### src/rtl/ysyx_22050550_lsu_pkg.sv
// Shared definitions for the LSU stage: funct3 size codes, FSM states,
// exception codes and the byte-mask / misalignment helpers.
package ysyx_22050550_lsu_pkg;

  localparam int LSU_XLEN = 64;
  localparam int LSU_AW   = 64;

  localparam logic [2:0] SZ_B  = 3'b000;
  localparam logic [2:0] SZ_H  = 3'b001;
  localparam logic [2:0] SZ_W  = 3'b010;
  localparam logic [2:0] SZ_D  = 3'b011;
  localparam logic [2:0] SZ_BU = 3'b100;
  localparam logic [2:0] SZ_HU = 3'b101;
  localparam logic [2:0] SZ_WU = 3'b110;

  typedef enum logic [1:0] {
    ST_IDLE = 2'd0,
    ST_REQ  = 2'd1,
    ST_WAIT = 2'd2
  } lsu_state_t;

  localparam logic [1:0] EXC_NONE     = 2'b00;
  localparam logic [1:0] EXC_MISALIGN = 2'b01;
  localparam logic [1:0] EXC_BUS      = 2'b10;

  // Low two funct3 bits give the access width; bit 2 only selects zero-extension.
  function automatic logic [7:0] size_mask(input logic [2:0] size);
    logic [7:0] m;
    case (size[1:0])
      2'b00:   m = 8'h01;
      2'b01:   m = 8'h03;
      2'b10:   m = 8'h0F;
      default: m = 8'hFF;
    endcase
    return m;
  endfunction

  function automatic logic is_misaligned(input logic [2:0] size, input logic [2:0] off);
    logic mis;
    case (size)
      SZ_H, SZ_HU: mis = off[0];
      SZ_W, SZ_WU: mis = |off[1:0];
      SZ_D:        mis = |off;
      default:     mis = 1'b0;
    endcase
    return mis;
  endfunction

endpackage

### src/rtl/ysyx_22050550_lsu_align.sv
// Combinational data path of the LSU: store lane placement and strobes,
// misalignment detection, and load extraction with sign/zero extension.
module ysyx_22050550_lsu_align
  import ysyx_22050550_lsu_pkg::*;
#(
  parameter int XLEN   = LSU_XLEN,
  parameter int MASK_W = XLEN / 8
) (
  input  logic [2:0]        i_st_size,
  input  logic [2:0]        i_st_off,
  input  logic [XLEN-1:0]   i_st_data,
  output logic [XLEN-1:0]   o_st_wdata,
  output logic [MASK_W-1:0] o_st_wmask,
  output logic              o_misalign,
  input  logic [2:0]        i_ld_size,
  input  logic [2:0]        i_ld_off,
  input  logic [XLEN-1:0]   i_ld_rdata,
  output logic [XLEN-1:0]   o_ld_data
);

  logic [XLEN-1:0] w_ld_shifted;

  assign o_st_wdata = i_st_data << {i_st_off, 3'b000};
  assign o_st_wmask = MASK_W'(size_mask(i_st_size)) << i_st_off;
  assign o_misalign = is_misaligned(i_st_size, i_st_off);

  assign w_ld_shifted = i_ld_rdata >> {i_ld_off, 3'b000};

  // D (and the unused 111 code) takes the whole shifted word unchanged.
  always_comb begin
    o_ld_data = w_ld_shifted;
    case (i_ld_size)
      SZ_B:  o_ld_data = {{(XLEN-8){w_ld_shifted[7]}},   w_ld_shifted[7:0]};
      SZ_H:  o_ld_data = {{(XLEN-16){w_ld_shifted[15]}}, w_ld_shifted[15:0]};
      SZ_W:  o_ld_data = {{(XLEN-32){w_ld_shifted[31]}}, w_ld_shifted[31:0]};
      SZ_BU: o_ld_data = {{(XLEN-8){1'b0}},  w_ld_shifted[7:0]};
      SZ_HU: o_ld_data = {{(XLEN-16){1'b0}}, w_ld_shifted[15:0]};
      SZ_WU: o_ld_data = {{(XLEN-32){1'b0}}, w_ld_shifted[31:0]};
      default: ;
    endcase
  end

endmodule

### src/rtl/ysyx_22050550_lsu.sv
// LSU stage between EXU and regfile: one memory transaction per instruction
// over a req/resp bus, registered writeback bundle, flush/kill handling.
module ysyx_22050550_lsu
  import ysyx_22050550_lsu_pkg::*;
#(
  parameter int XLEN   = LSU_XLEN,
  parameter int AW     = LSU_AW,
  parameter int MASK_W = XLEN / 8
) (
  input  logic              clk,
  input  logic              rst,
  input  logic              flush,
  input  logic              in_valid,
  output logic              in_ready,
  input  logic              in_mem_rd,
  input  logic              in_mem_wr,
  input  logic [2:0]        in_size,
  input  logic [AW-1:0]     in_addr,
  input  logic [XLEN-1:0]   in_sdata,
  input  logic [XLEN-1:0]   in_alu,
  input  logic [4:0]        in_rd,
  input  logic              in_wen,
  output logic              mem_req_valid,
  input  logic              mem_req_ready,
  output logic              mem_req_wr,
  output logic [AW-1:0]     mem_req_addr,
  output logic [XLEN-1:0]   mem_req_wdata,
  output logic [MASK_W-1:0] mem_req_wmask,
  input  logic              mem_resp_valid,
  input  logic [XLEN-1:0]   mem_resp_data,
  input  logic              mem_resp_err,
  output logic              out_valid,
  input  logic              out_ready,
  output logic [4:0]        out_rd,
  output logic              out_wen,
  output logic [XLEN-1:0]   out_wdata,
  output logic [1:0]        out_exc
);

  lsu_state_t r_state, w_next;
  logic              r_kill;
  logic              r_wr;
  logic [2:0]        r_size;
  logic [2:0]        r_off;
  logic [AW-1:0]     r_addr;
  logic [XLEN-1:0]   r_wdata;
  logic [MASK_W-1:0] r_wmask;
  logic [4:0]        r_rd;
  logic              r_wen;
  logic              r_out_valid;
  logic [4:0]        r_out_rd;
  logic              r_out_wen;
  logic [XLEN-1:0]   r_out_wdata;
  logic [1:0]        r_out_exc;

  logic              w_accept, w_is_mem, w_misalign, w_req, w_resp;
  logic [XLEN-1:0]   w_st_wdata, w_ld_data;
  logic [MASK_W-1:0] w_st_wmask;

  assign in_ready = (r_state == ST_IDLE) && (!r_out_valid || out_ready);
  assign w_accept = in_valid && in_ready && !flush;
  assign w_is_mem = in_mem_rd || in_mem_wr;
  assign w_req    = (r_state == ST_REQ);
  assign w_resp   = (r_state == ST_WAIT) && mem_resp_valid;

  ysyx_22050550_lsu_align #(.XLEN(XLEN), .MASK_W(MASK_W)) u_align (
    .i_st_size  (in_size),
    .i_st_off   (in_addr[2:0]),
    .i_st_data  (in_sdata),
    .o_st_wdata (w_st_wdata),
    .o_st_wmask (w_st_wmask),
    .o_misalign (w_misalign),
    .i_ld_size  (r_size),
    .i_ld_off   (r_off),
    .i_ld_rdata (mem_resp_data),
    .o_ld_data  (w_ld_data)
  );

  // Request fields are zeroed outside REQ so the bus never sees stale data.
  assign mem_req_valid = w_req;
  assign mem_req_wr    = w_req && r_wr;
  assign mem_req_addr  = w_req ? r_addr  : '0;
  assign mem_req_wdata = w_req ? r_wdata : '0;
  assign mem_req_wmask = w_req ? r_wmask : '0;

  assign out_valid = r_out_valid;
  assign out_rd    = r_out_rd;
  assign out_wen   = r_out_wen;
  assign out_wdata = r_out_wdata;
  assign out_exc   = r_out_exc;

  always_ff @(posedge clk or negedge rst) begin
    if (!rst) r_state <= ST_IDLE;
    else      r_state <= w_next;
  end

  always_comb begin
    w_next = r_state;
    case (r_state)
      ST_IDLE: if (w_accept && w_is_mem && !w_misalign) w_next = ST_REQ;
      ST_REQ:  if (mem_req_ready)                       w_next = ST_WAIT;
      ST_WAIT: if (mem_resp_valid)                      w_next = ST_IDLE;
      default:                                          w_next = ST_IDLE;
    endcase
  end

  // A flushed in-flight access still finishes on the bus; kill only hides its result.
  always_ff @(posedge clk or negedge rst) begin
    if (!rst)                                r_kill <= 1'b0;
    else if (w_resp)                         r_kill <= 1'b0;
    else if (flush && r_state != ST_IDLE)    r_kill <= 1'b1;
  end

  always_ff @(posedge clk or negedge rst) begin
    if (!rst) begin
      r_wr    <= 1'b0;
      r_size  <= '0;
      r_off   <= '0;
      r_addr  <= '0;
      r_wdata <= '0;
      r_wmask <= '0;
      r_rd    <= '0;
      r_wen   <= 1'b0;
    end else if (w_accept && w_is_mem) begin
      r_wr    <= in_mem_wr;
      r_size  <= in_size;
      r_off   <= in_addr[2:0];
      r_addr  <= {in_addr[AW-1:3], 3'b000};
      r_wdata <= w_st_wdata;
      r_wmask <= w_st_wmask;
      r_rd    <= in_rd;
      r_wen   <= in_wen;
    end
  end

  // Writeback register: pops on out_ready, reloads on pass-through, misalign or response.
  always_ff @(posedge clk or negedge rst) begin
    if (!rst) begin
      r_out_valid <= 1'b0;
      r_out_rd    <= '0;
      r_out_wen   <= 1'b0;
      r_out_wdata <= '0;
      r_out_exc   <= EXC_NONE;
    end else begin
      if (r_out_valid && out_ready) r_out_valid <= 1'b0;
      if (flush) begin
        r_out_valid <= 1'b0;
      end else if (w_accept && !w_is_mem) begin
        r_out_valid <= 1'b1;
        r_out_rd    <= in_rd;
        r_out_wen   <= in_wen;
        r_out_wdata <= in_alu;
        r_out_exc   <= EXC_NONE;
      end else if (w_accept && w_misalign) begin
        r_out_valid <= 1'b1;
        r_out_rd    <= in_rd;
        r_out_wen   <= 1'b0;
        r_out_wdata <= '0;
        r_out_exc   <= EXC_MISALIGN;
      end else if (w_resp && !r_kill) begin
        r_out_valid <= 1'b1;
        r_out_rd    <= r_rd;
        r_out_wen   <= r_wen && !r_wr && !mem_resp_err;
        r_out_wdata <= (r_wr || mem_resp_err) ? '0 : w_ld_data;
        r_out_exc   <= mem_resp_err ? EXC_BUS : EXC_NONE;
      end
    end
  end

endmodule
### config.mk
export PLATFORM = sky130hd
export DESIGN_NAME = ysyx_22050550_lsu
export DESIGN_NICKNAME = d
export VERILOG_FILES = /design/src/rtl/ysyx_22050550_lsu_pkg.sv /design/src/rtl/ysyx_22050550_lsu_align.sv /design/src/rtl/ysyx_22050550_lsu.sv
export SDC_FILE = /design/constraint.sdc
export NUM_CORES = 1
export LEC_CHECK = 0
export BUFFER_PORTS_ARGS = -buffer_cell sky130_fd_sc_hd__buf_2
export CAP_MARGIN = 25
export CORE_AREA = 2 2 190 192
export DETAILED_ROUTE_END_ITERATION = 7
export DIE_AREA = 0 0 192 194
export PLACE_DENSITY = 0.65
export SKIP_CTS_REPAIR_TIMING = 1
export SLEW_MARGIN = 10
export SYNTH_ARGS = -nofsm -noshare
export SYNTH_HDL_FRONTEND = slang
export SYNTH_SLANG_ARGS = --single-unit
### constraint.sdc
create_clock -name clk -period 5.52 [get_ports clk]
set_input_delay 0.552 -clock clk [delete_from_list [all_inputs] [get_ports clk]]
set_output_delay 0.552 -clock clk [all_outputs]
set_load 0.05 [all_outputs]
==> summary.md, run 1 <==
| Metric | Value |
|---|---|
| # H-tree levels | `1` |
| Layout area overhead | `26.4%` |
| Antenna-violating nets left | `0` |
| Gr ovfl total | `0` |
| Starting Density | `38.1%` |
| Fmax achieved | `0.321 GHz` |
| Post-synth EDFFs | `0` |
| Wire per inst | `21.2 µm` |
| CP Max Fanout | `59` |
| Filler instances | `3422` |
| Crit path from | `r_state[0]` |
| Top cells by count, synth | `nand2_1 (349), dfrtp_1 (222), and2_1 (137)` |
| Port bufs | `483` |
| Vias in the first global route | `12500` |
| Pleak | `8.69 nW` |
| Slew at the pin closest to its max-slew limit | `0.971 ns` |
| Crit path time final | `3.11 ns` |
| Top cell type's share of synthesized area | `41.4%` |
| Synth cell types | `54` |
| GRT Util Overall | `25.8%` |
| Dpl cell area | `16000 µm²` |
| Max VDD drop | `0.298 mV` |
| Initial antenna violation count | `12` |
| Gate Count Post-Synth | `1475` |
| First-pass GRT wire length | `74.6 mm` |
| Worst-skew pair later-pin latency | `0.54 ns` |
| Dpl ws | `2.12 ns` |
| Reg-to-Reg End | `r_wdata[4]` |
| Path depth of the worst reg2reg path | `4` |
| Synthesis-stage register bit count | `222` |
| Worst path required time | `4.97 ns` |
| CP top delay family | `buffers and inverters` |
| Buffers plus inverters on the worst setup path | `2` |
| Dominant synthesized flop cell | `dfrtp_1` |
| Cell taking the most area after synthesis | `dfrtp_1` |
| Synthesized area per cell | `9.09 µm²` |
| CTS tree | `built` |
| RSZ-0062 raised after global routing | `false` |
| Synth top area cells | `dfrtp_1 (41%), nand2_1 (9.8%), and2_1 (6.4%)` |
| HPWL after DPL | `36.9 mm` |
| Max Root-Sink Buffers | `3` |
| Final setup margin | `2.41 ns` |
| Tot Pwr | `7.44 mW` |
| Die Area | `37200 µm²` |
| Clk root buf | `clkbuf_16` |
| CP Class | `register to primary output` |
| Post-Syn Area | `13400 µm²` |
| RR Startpoint | `r_state[1]` |
| Ports | `487` |
| Pin count of the biggest net entering global routing | `116` |
| CTS clock-pin slew for the worst setup and hold paths | `0.06 ns` |
| Detailed Routing Iterations Pass 1 | `7` |
| # Max-Cap Violations | `0` |
| # DRC | `0` |
| Synth async-reset ratio | `100%` |
| Number of cell rows | `69` |
| Nets@finish | `2143` |
| Routability cong. | `0.939` |
| Cts bufs inserted | `26` |
| Power Dens Cells | `439 nW/µm²` |
| Seq/Total Area, Yosys | `41.4%` |
| Max Slew Vio Count | `0` |
| Worst clock skew | `0.0180 ns` |
| Design area | `16900 µm²` |
| Vias | `12900` |
| Final Hold Viols | `0` |
| WL final | `50.0 mm` |
| Worst setup EP type | `primary output` |
| Core Region | `35200 µm²` |
| Setup-failing EPs final | `0` |
| Share of cells above drive strength 1 | `33.5%` |
| Width of the die | `192 µm` |
| Status | `completed` |
| Largest stage delay on the critical path | `0.50 ns` |
| Die H | `194 µm` |
| Ys Warns | `0` |
| Critical path cell sequence | `nor2b_4, buf_4, and2_1, buf_2` |
| Sink Count | `222` |
| Data arrival, critical path | `2.56 ns` |
| Hold crit path type | `primary input to async pin` |
| Tcrit/Tclk final | `56.4%` |
| Most common cell in the netlist | `nand2_1` |
| Cell count along the critical path | `4` |
| Sum Neg Setup Slack | `0 ns` |
| Worst setup SP type | `register` |
| Slew HR | `35.3%` |
| Initial DRC Count | `907` |
| Slowest CP cell | `dfrtp_1` |
| Worst R2R Setup Slack | `2.44 ns` |
| Vias per std cell | `5.49` |
[final cells by class]
cell class,count,area [µm²],share of cell area [%]
Timing Repair Buffer,499,2580,15.2
Sequential cell,222,5560,32.8
Multi-Input combinational cell,1114,7270,42.9
Antenna cell,7,17.5,0.103
Clock buffer,33,738,4.36
Inverter,5,18.8,0.111
Clock inverter,14,181,1.07
Tap cell,461,577,3.40
[power breakdown]
| group | switching [mW] | internal [mW] | leakage, nW |
|---|---|---|---|
| Clock | 0.727 | 1.13 | 0.448 |
| Sequential | 0.389 | 2.11 | 2.81 |
| Combinational | 2.07 | 1.02 | 5.43 |
| Total | 3.19 | 4.26 | 8.69 |
[worst max-delay path by stage]
stage,end
final,mem_req_addr[14]
after global routing,mem_req_addr[14]
after CTS,out_wdata[62]
after detailed placement,out_wdata[53]
after global placement,out_wdata[63]
after floorplan,mem_req_wdata[61]
[per-stage QoR]
stage	hold slack [ns]	std cells	util, %
after detailed placement	0.455	2300	45.4
final	0.0320	2355	48.1
after CTS	0.0895	2347	48.0
after global routing	0.106	2352	48.1
after floorplan	0.256	1477	-
after global placement	0.449	2300	45.4
[worst reg2reg max path: stages, from the launching register on]
cell and delay (ns):
dfrtp_1 0.50, nor4_2 0.72, nand2_4 0.65, nor4_2 0.89, a22o_1 0.24
[kinds of logic after synthesis]
logic type / count (synthesis) / share of synthesized area [%]
AO/OA/AOI/OAI: 387 / 19.4
other: 1 / 0.0280
flip-flops: 222 / 41.4
AND/OR/NAND/NOR: 588 / 20.3
multiplexers: 136 / 14.1
buffers and inverters: 141 / 4.70
[placed cells by master, fill, tap and decap left out, drive strengths merged, types with 11 or more instances in the layout]
cell,synthesis,final
nand2,349,349
nor2b,21,21
buf,61,499
nand3,18,18
a211oi,17,17
o21ai,97,97
dfrtp,222,222
mux2i,63,63
a21o,25,25
o21a,24,24
o221ai,11,11
clkbuf,75,33
a21oi,71,71
mux2,35,35
mux4,38,38
and2,138,138
a22o,41,41
o31ai,26,26
a22oi,35,35
nor2,39,39
a2bb2oi,16,16
[flip-flops by register name (all words and copies together), names as in the netlist]
name / flops
out_exc: 2
r_kill: 1
r_wen: 1
out_wdata: 64
r_state: 2
out_wen: 1
r_addr: 61
r_wdata: 64
r_rd: 5
r_off: 3
r_wr: 1
r_wmask: 8
out_rd: 5
r_size: 3
out_valid: 1
[layer usage]
layer  part of all wire (%)  wire length, µm  GRT usage, %  up-vias
li1                       -                -             -     5966
met3                    8.3             4160          5.34      102
met1                     38            19200          31.5     6259
met5                  0.090               45             0        -
met4                    3.9             1930          9.47        8
met2                     49            24600          44.9      591
Note: power is estimated with default switching activity, not from simulation.
==> inputs of run 2 (changes only) <==
--- a/config.mk
+++ b/config.mk
@@ -5,12 +5,13 @@
 export SDC_FILE = /design/constraint.sdc
 export NUM_CORES = 1
 export LEC_CHECK = 0
+export ABC_AREA = 1
 export BUFFER_PORTS_ARGS = -buffer_cell sky130_fd_sc_hd__buf_2
 export CAP_MARGIN = 25
-export CORE_AREA = 2 2 190 192
+export CORE_AREA = 2 2 189 191
 export DETAILED_ROUTE_END_ITERATION = 7
-export DIE_AREA = 0 0 192 194
-export PLACE_DENSITY = 0.65
+export DIE_AREA = 0 0 191 193
+export PLACE_DENSITY = 0.67
 export SKIP_CTS_REPAIR_TIMING = 1
 export SLEW_MARGIN = 10
 export SYNTH_ARGS = -nofsm -noshare
==> constraint.sdc (replaced) <==
create_clock -name clk -period 3.3 [get_ports clk]
set_input_delay 0.33 -clock clk [delete_from_list [all_inputs] [get_ports clk]]
set_output_delay 0.33 -clock clk [all_outputs]
set_load 0.05 [all_outputs]
==> run 2 against run 1 <==
Compared with the run above: the run now ends with negative hold slack left; routed wire length grew 6.6%; cell count up 29%; synthesized cell count is 44% higher.
==> summary.md, run 2 <==
| Metric | Value |
|---|---|
| Reg-to-Reg End | `out_wdata[60]` |
| Detailed Routing Iterations Pass 1 | `5 (-2)` |
| Slowest CP cell | `dfrtp_1` |
| First-pass GRT wire length | `79.4 mm (+6.4%)` |
| Worst path required time | `2.97 ns (-2.00 ns)` |
| Min-Delay Endpoint | `r_addr[41]` |
| Die Area | `36900 µm² (-1.0%)` |
| Sink Count | `222 (unchanged)` |
| # DRC | `0 (unchanged)` |
| Dpl cell area | `16500 µm² (+2.9%)` |
| Hold crit path type | `primary input to register` |
| Most frequent cells in the layout | `nand2_1 (555), buf_2 (482), nor2_1 (386), inv_1 (276), dfrtp_1 (221)` |
| Cell count along the critical path | `5 (+1)` |
| Vias per std cell | `5.10 (-7.0%)` |
| Number of cell rows | `69 (unchanged)` |
| Path depth of the worst reg2reg path | `7 (+3)` |
| Most common cell after layout, fill and taps aside | `nand2_1` |
| Fmax achieved | `0.376 GHz` |
| Most frequent CP cell | `nor2_1` |
| Top cell type's share of synthesized area | `40.1% (-1.4 points)` |
| Core Region | `35000 µm² (-0.74%)` |
| Comb pwr share | `46.8% (+5.3 points)` |
| HPWL after DPL | `39.0 mm (+5.5%)` |
| Design area | `17800 µm² (+5.1%)` |
| CTS clock-pin slew for the worst setup and hold paths | `0.06 ns (about the same)` |
| Ys Warns | `0 (unchanged)` |
| Vias in the first global route | `14500 (+16%)` |
| CP Class | `register to primary output` |
| Setup-failing EPs final | `0 (unchanged)` |
| Flop pwr share | `29.9% (-3.6 points)` |
| Crit path from | `r_state[1]` |
| Worst R2R Setup Slack | `0.75 ns (-1.69 ns)` |
| Share of power burned in the clock network | `23.3% (-1.7 points)` |
| Sum Neg Setup Slack | `0 ns (unchanged)` |
| RSZ-0062 raised after global routing | `false` |
| RR Startpoint | `r_size[1]` |
| Status | `complete, but fails checks` |
| Wire per inst | `17.5 µm (-18%)` |
| Tcrit/Tclk final | `80.5%` |
| Cells after DPL | `2951 (+28%)` |
| Critical path cell sequence | `nor2_1, inv_4, buf_12, nor2_1, buf_2` |
| Top cells by count, synth | `nand2_1 (555), nor2_1 (386), inv_1 (276)` |
| Worst-skew pair later-pin latency | `0.56 ns (+0.02 ns)` |
| Die H | `193 µm (-0.52%)` |
| Slew HR | `37.8% (+2.5 points)` |
| Antenna-violating nets left | `0 (unchanged)` |
| GRT Util Overall | `27.4% (+1.6 points)` |
| Pint | `7.11 mW (+67%)` |
| Worst hold stages | `3` |
| Fin Hold WS | `-0.0188 ns (-0.0508 ns)` |
| Failing checks | `negative hold slack` |
| Layout area overhead | `28.4%` |
| Pleak | `10.0 nW (+15%)` |
| Routability cong. | `0.931 (-0.79%)` |
| Max Slew Vio Count | `0 (unchanged)` |
| Nets@finish | `2830 (+32%)` |
| # Max-Cap Violations | `0 (unchanged)` |
| Gr ovfl total | `0 (unchanged)` |
| Most common cell in the netlist | `nand2_1` |
| Post-Syn Area | `13900 µm² (+3.4%)` |
| Synth async-reset ratio | `100% (unchanged)` |
| Data arrival, critical path | `2.33 ns (-0.23 ns)` |
| Switching power | `6.46 mW (+100%)` |
| Slew at the pin closest to its max-slew limit | `0.931 ns (-0.0395 ns)` |
| Crit path time final | `2.66 ns` |
| Max VDD drop | `0.682 mV (+130%)` |
| Seq/Total Area, Yosys | `40.1% (-1.4 points)` |
| Synth top area cells | `dfrtp_1 (40%), nand2_1 (15%), nor2_1 (10%)` |
| Width of the die | `191 µm (-0.52%)` |
| Cts bufs inserted | `28 (+7.7%)` |
| Initial antenna violation count | `15 (+3)` |
| Power Dens Cells | `762 nW/µm² (+73%)` |
| Ports | `487 (unchanged)` |
| Final std cells w/o fill | `3047 (+29%)` |
| Port bufs | `483 (unchanged)` |
| Final Hold Viols | `13 (+13)` |
| Synthesized area per cell | `6.52 µm² (-28%)` |
| Vias | `15600 (+20%)` |
| Clk root buf | `clkbuf_16` |
| Sw Ratio | `47.6% (+4.8 points)` |
| # H-tree levels | `1 (unchanged)` |
| Pin count of the biggest net entering global routing | `197 (+70%)` |
| WL final | `53.3 mm (+6.6%)` |
| Buffers plus inverters on the worst setup path | `3 (+1)` |
| Synthesis-stage register bit count | `222 (unchanged)` |
| Max Root-Sink Buffers | `3 (unchanged)` |
| Starting Density | `39.6% (+1.6 points)` |
| Largest stage delay on the critical path | `0.40 ns (-0.10 ns)` |
| Cell taking the most area after synthesis | `dfrtp_1` |
| CP top delay family | `buffers and inverters` |
| Dominant synthesized flop cell | `dfrtp_1` |
| CP Max Fanout | `64 (+8.5%)` |
| Synth cell types | `31 (-43%)` |
| Gate Count Post-Synth | `2125 (+44%)` |
| Initial DRC Count | `1160 (+28%)` |
| CTS tree | `built` |
| Worst setup EP type | `primary output` |
| Post-layout util | `50.9% (+2.8 points)` |
| Post-synth EDFFs | `0 (unchanged)` |
| Hold_sp | `in_addr[41]` |
| Worst setup SP type | `register` |
| Share of cells above drive strength 1 | `22.6% (-11 points)` |
| Worst clock skew | `0.0333 ns (+0.0153 ns)` |
## run 2: worst max-delay path by stage
stage / endpoint / slack, ns
global route: out_wdata[52] / 0.42
CTS: mem_req_addr[55] / 0.62
detailed placement: out_wdata[44] / 0.85
global placement: out_wdata[62] / 0.91
floorplan: mem_req_wdata[20] / 0.56
finish: mem_req_addr[55] / 0.64
## run 2: power groups by stage
stage | registers [mW] | clock network [mW] | logic [mW]
after CTS | 4.05 | 3.22 | 6.31
after global placement | 4.07 | 0 | 6.25
after detailed placement | 4.09 | 0 | 6.30
after global routing | 4.16 | 3.33 | 6.88
after floorplan | 5.49 | 0 | 3.07
final | 4.06 | 3.16 | 6.35
## run 2: area by class of cell
type                            instances  area, µm²
Tap cell                              461        577
Sequential cell                       222       5560
Multi-Input combinational cell       1472       6550
Inverter                              287       1080
Antenna cell                            9       22.5
Timing Repair Buffer                  544       3050
Fill cell                            3590      17200
Clock inverter                         10        103
Clock buffer                           42        863
## run 2: layer usage
layer	wire length, µm	global-route usage (%)
met2	26600	47.7
met1	20700	34.1
met3	4110	5.14
met4	1880	9.75
met5	74	0
## run 2: stage by stage
| stage | setup slack [ns] | hold WS (ns) | total power [mW] |
|---|---|---|---|
| floorplan | 0.559 | 0.0344 | 8.56 |
| global placement | 0.914 | 0.383 | 10.3 |
| detailed placement | 0.849 | 0.386 | 10.4 |
| CTS | 0.622 | -0.206 | 13.6 |
| global route | 0.422 | 0.00243 | 14.4 |
| finish | 0.644 | -0.0188 | 13.6 |
## run 2: tightest hold or removal path: cells and delay by family
family,cells,cell delay (ns)
buf+inv,1,0.07
compound gates,1,0.06
simple gates,1,0.04
## run 2: cells by family (layout without fill, tap and decap cells)
| logic type | Yosys count | count (layout) | share of synthesized area, % |
|---|---|---|---|
| other | 1 | 12 | 0.0271 |
| and+or+nand+nor | 1073 | 1073 | 30.7 |
| buffers and inverters | 433 | 883 | 12.8 |
| muxes | 15 | 15 | 1.08 |
| AOI/OAI and AO/OA | 381 | 381 | 15.4 |
| DFF | 222 | 222 | 40.1 |
==> inputs of run 3 (changes only) <==
--- a/config.mk
+++ b/config.mk
@@ -5,13 +5,13 @@
 export SDC_FILE = /design/constraint.sdc
 export NUM_CORES = 1
 export LEC_CHECK = 0
-export ABC_AREA = 1
+export ABC_AREA = 0
 export BUFFER_PORTS_ARGS = -buffer_cell sky130_fd_sc_hd__buf_2
 export CAP_MARGIN = 25
-export CORE_AREA = 2 2 189 191
+export CORE_AREA = 2 2 191 193
 export DETAILED_ROUTE_END_ITERATION = 7
-export DIE_AREA = 0 0 191 193
-export PLACE_DENSITY = 0.67
+export DIE_AREA = 0 0 193 195
+export PLACE_DENSITY = 0.65
 export SKIP_CTS_REPAIR_TIMING = 1
 export SLEW_MARGIN = 10
 export SYNTH_ARGS = -nofsm -noshare
==> constraint.sdc (replaced) <==
create_clock -name clk -period 2.5 [get_ports clk]
set_input_delay 0.25 -clock clk [delete_from_list [all_inputs] [get_ports clk]]
set_output_delay 0.25 -clock clk [all_outputs]
set_load 0.05 [all_outputs]
==> run 3 against run 2 <==
Compared with the run above: the run still ends with negative hold slack left; register-to-register slack worse by 0.51 ns; flip-flop and latch count stayed put; worst setup slack worse by 0.53 ns; largest cell class unchanged; highest routed layer unchanged.
==> summary.md, run 3 (synthesized netlist as in run 1, its figures left out) <==
| Metric | Value |
|---|---|
| Path depth of the worst reg2reg path | `6 (-1)` |
| Final std cells w/o fill | `2523 (-17%)` |
| Pleak | `9.44 nW (-5.6%)` |
| Share of power burned in the clock network | `24.4% (+1.1 points)` |
| Filler instances | `3257 (-9.3%)` |
| Vias | `13700 (-12%)` |
| Layout area overhead | `39.2%` |
| GRT Util Overall | `26.0% (-1.4 points)` |
| Max VDD drop | `0.892 mV (+31%)` |
| Pint | `9.60 mW (+35%)` |
| Sink Count | `222 (unchanged)` |
| Worst setup EP type | `primary output` |
| Final Hold Viols | `2 (-11)` |
| Most common cell after layout, fill and taps aside | `buf_2` |
| Cells after DPL | `2333 (-21%)` |
| Routability cong. | `0.970 (+4.1%)` |
| WL final | `52.6 mm (-1.2%)` |
| Reg-to-Reg End | `out_wdata[6]` |
| Die Area | `37600 µm² (+2.1%)` |
| Failing checks | `negative hold slack` |
| Data arrival, critical path | `2.13 ns (-0.20 ns)` |
| RR Startpoint | `r_off[0]` |
| Initial DRC Count | `882 (-24%)` |
| Worst path required time | `2.25 ns (-0.72 ns)` |
| Crit path time final | `2.38 ns` |
| Width of the die | `193 µm (+1.0%)` |
| Slowest CP cell | `dfrtp_1` |
| Number of cell rows | `69 (unchanged)` |
| Switching power | `7.13 mW (+10%)` |
| HPWL after DPL | `38.3 mm (-1.6%)` |
| Starting Density | `37.9% (-1.8 points)` |
| Worst-skew pair later-pin latency | `0.56 ns (about the same)` |
| Tot Pwr | `16.7 mW (+23%)` |
| Wire per inst | `20.9 µm (+19%)` |
| Hold_sp | `in_alu[2]` |
| # H-tree levels | `1 (unchanged)` |
| Nets@finish | `2305 (-19%)` |
| Fmax achieved | `0.420 GHz` |
| Status | `complete, but fails checks` |
| Comb pwr share | `43.9% (-2.9 points)` |
| Vias in the first global route | `13100 (-10%)` |
| CP Class | `register to primary output` |
| Clk root buf | `clkbuf_16` |
| Cts bufs inserted | `27 (-3.6%)` |
| Ports | `487 (unchanged)` |
| CTS tree | `built` |
| Pin count of the biggest net entering global routing | `89 (-55%)` |
| Critical path cell sequence | `nor2b_4, buf_12, clkbuf_16, and2_1, buf_2` |
| Most frequent cells in the layout | `buf_2 (480), nand2_1 (348), dfrtp_1 (220), and2_1 (137), dlygate4sd3_1 (127)` |
| CTS clock-pin slew for the worst setup and hold paths | `0.06 ns (about the same)` |
| Port bufs | `483 (unchanged)` |
| Max Root-Sink Buffers | `3 (unchanged)` |
| Worst hold stages | `3 (unchanged)` |
| Min-Delay Endpoint | `out_wdata[2]` |
| Initial antenna violation count | `17 (+2)` |
| Hold crit path type | `primary input to register` |
| # DRC | `0 (unchanged)` |
| Worst clock skew | `0.00828 ns (-0.0251 ns)` |
| First-pass GRT wire length | `75.8 mm (-4.6%)` |
| Sw Ratio | `42.6% (-5.0 points)` |
| Slew at the pin closest to its max-slew limit | `0.602 ns (-0.329 ns)` |
| Detailed Routing Iterations Pass 1 | `5 (unchanged)` |
| Worst R2R Setup Slack | `0.24 ns (-0.51 ns)` |
| Slew HR | `59.3% (+22 points)` |
| Tcrit/Tclk final | `95.3%` |
| Flop pwr share | `31.7% (+1.8 points)` |
| Antenna-violating nets left | `0 (unchanged)` |
| Worst setup SP type | `register` |
| Vias per std cell | `5.41 (+6.1%)` |
| Core Region | `35400 µm² (+1.2%)` |
| Fin Hold WS | `-0.0222 ns (-0.00340 ns)` |
| Power Dens Cells | `897 nW/µm² (+18%)` |
| Largest stage delay on the critical path | `0.47 ns (+0.07 ns)` |
| # Max-Cap Violations | `0 (unchanged)` |
| Max Slew Vio Count | `0 (unchanged)` |
| Share of cells above drive strength 1 | `32.5% (+9.8 points)` |
| Setup-failing EPs final | `0 (unchanged)` |
| Die H | `195 µm (+1.0%)` |
| Gr ovfl total | `0 (unchanged)` |
| CP Max Fanout | `44 (-31%)` |
-- run 3: cell count changes in the layout (fill, tap and decap cells not counted), moves of 92 or more --
cell,delta
and2_1,+137
dlygate4sd3_1,+92
inv_1,-271
nand2_1,-207
nand3_1,-100
nor2_1,-349
o21ai_0,-140
-- run 3: power groups by stage --
stage | sequential (mW) | combinational, mW | clock [mW]
after global routing | 5.43 | 7.86 | 4.32
after detailed placement | 5.34 | 7.12 | 0
after floorplan | 6.66 | 3.75 | 0
final | 5.30 | 7.34 | 4.09
after CTS | 5.30 | 7.15 | 4.19
after global placement | 5.31 | 7.04 | 0
-- run 3: routing by layer --
| layer | up-vias | GRT usage [%] | share of wire (%) |
|---|---|---|---|
| met5 | - | 0 | 0.13 |
| met2 | 647 | 47.3 | 51 |
| met4 | 12 | 9.60 | 4.5 |
| li1 | 6289 | - | - |
| met1 | 6576 | 28.7 | 36 |
| met3 | 137 | 6.97 | 8.6 |
-- run 3: how the worst max path moves through the flow --
stage / depth (start not counted) / endpoint / slack (ns) / from
after global routing: 5 / mem_req_addr[38] / -0.009 / r_state[0]
after global placement: 6 / out_wdata[6] / 0.27 / r_off[0]
final: 5 / mem_req_addr[25] / 0.12 / r_state[0]
after CTS: 4 / mem_req_wdata[15] / 0.02 / r_state[0]
after floorplan: 5 / mem_req_wdata[61] / 0.22 / r_state[1]
after detailed placement: 6 / out_wdata[6] / 0.24 / r_off[0]
-- run 3: final cells by class --
cell class | count | area, µm² | area share (%)
repair buffers | 660 | 4280 | 23.0
flip-flops and latches | 222 | 5560 | 29.8
clock inverters | 14 | 174 | 0.932
diodes | 11 | 27.5 | 0.148
well taps | 461 | 577 | 3.09
inverters | 5 | 18.8 | 0.101
clock buffers | 36 | 749 | 4.02
multi-input cells | 1114 | 7270 | 39.0
-- run 3: critical path, delay by kind of cell (launching register included) --
family	cells	cell delay, ns
buffers and inverters	3	0.63
flip-flops	1	0.47
AND/OR/NAND/NOR	2	0.46
-- run 3: per-stage QoR --
step                utilization [%]  instance area, µm²  setup WS (ns)  hold WS [ns]  setup TNS, ns
floorplan                         -               13400          0.215       -0.0456              0
global placement               46.3               16400          0.271         0.217              0
detailed placement             46.3               16400          0.245         0.218              0
CTS                            48.9               17300         0.0237        -0.378              0
global route                   52.7               18600       -0.00863       0.00226        -0.0157
finish                         52.7               18700          0.118       -0.0222              0
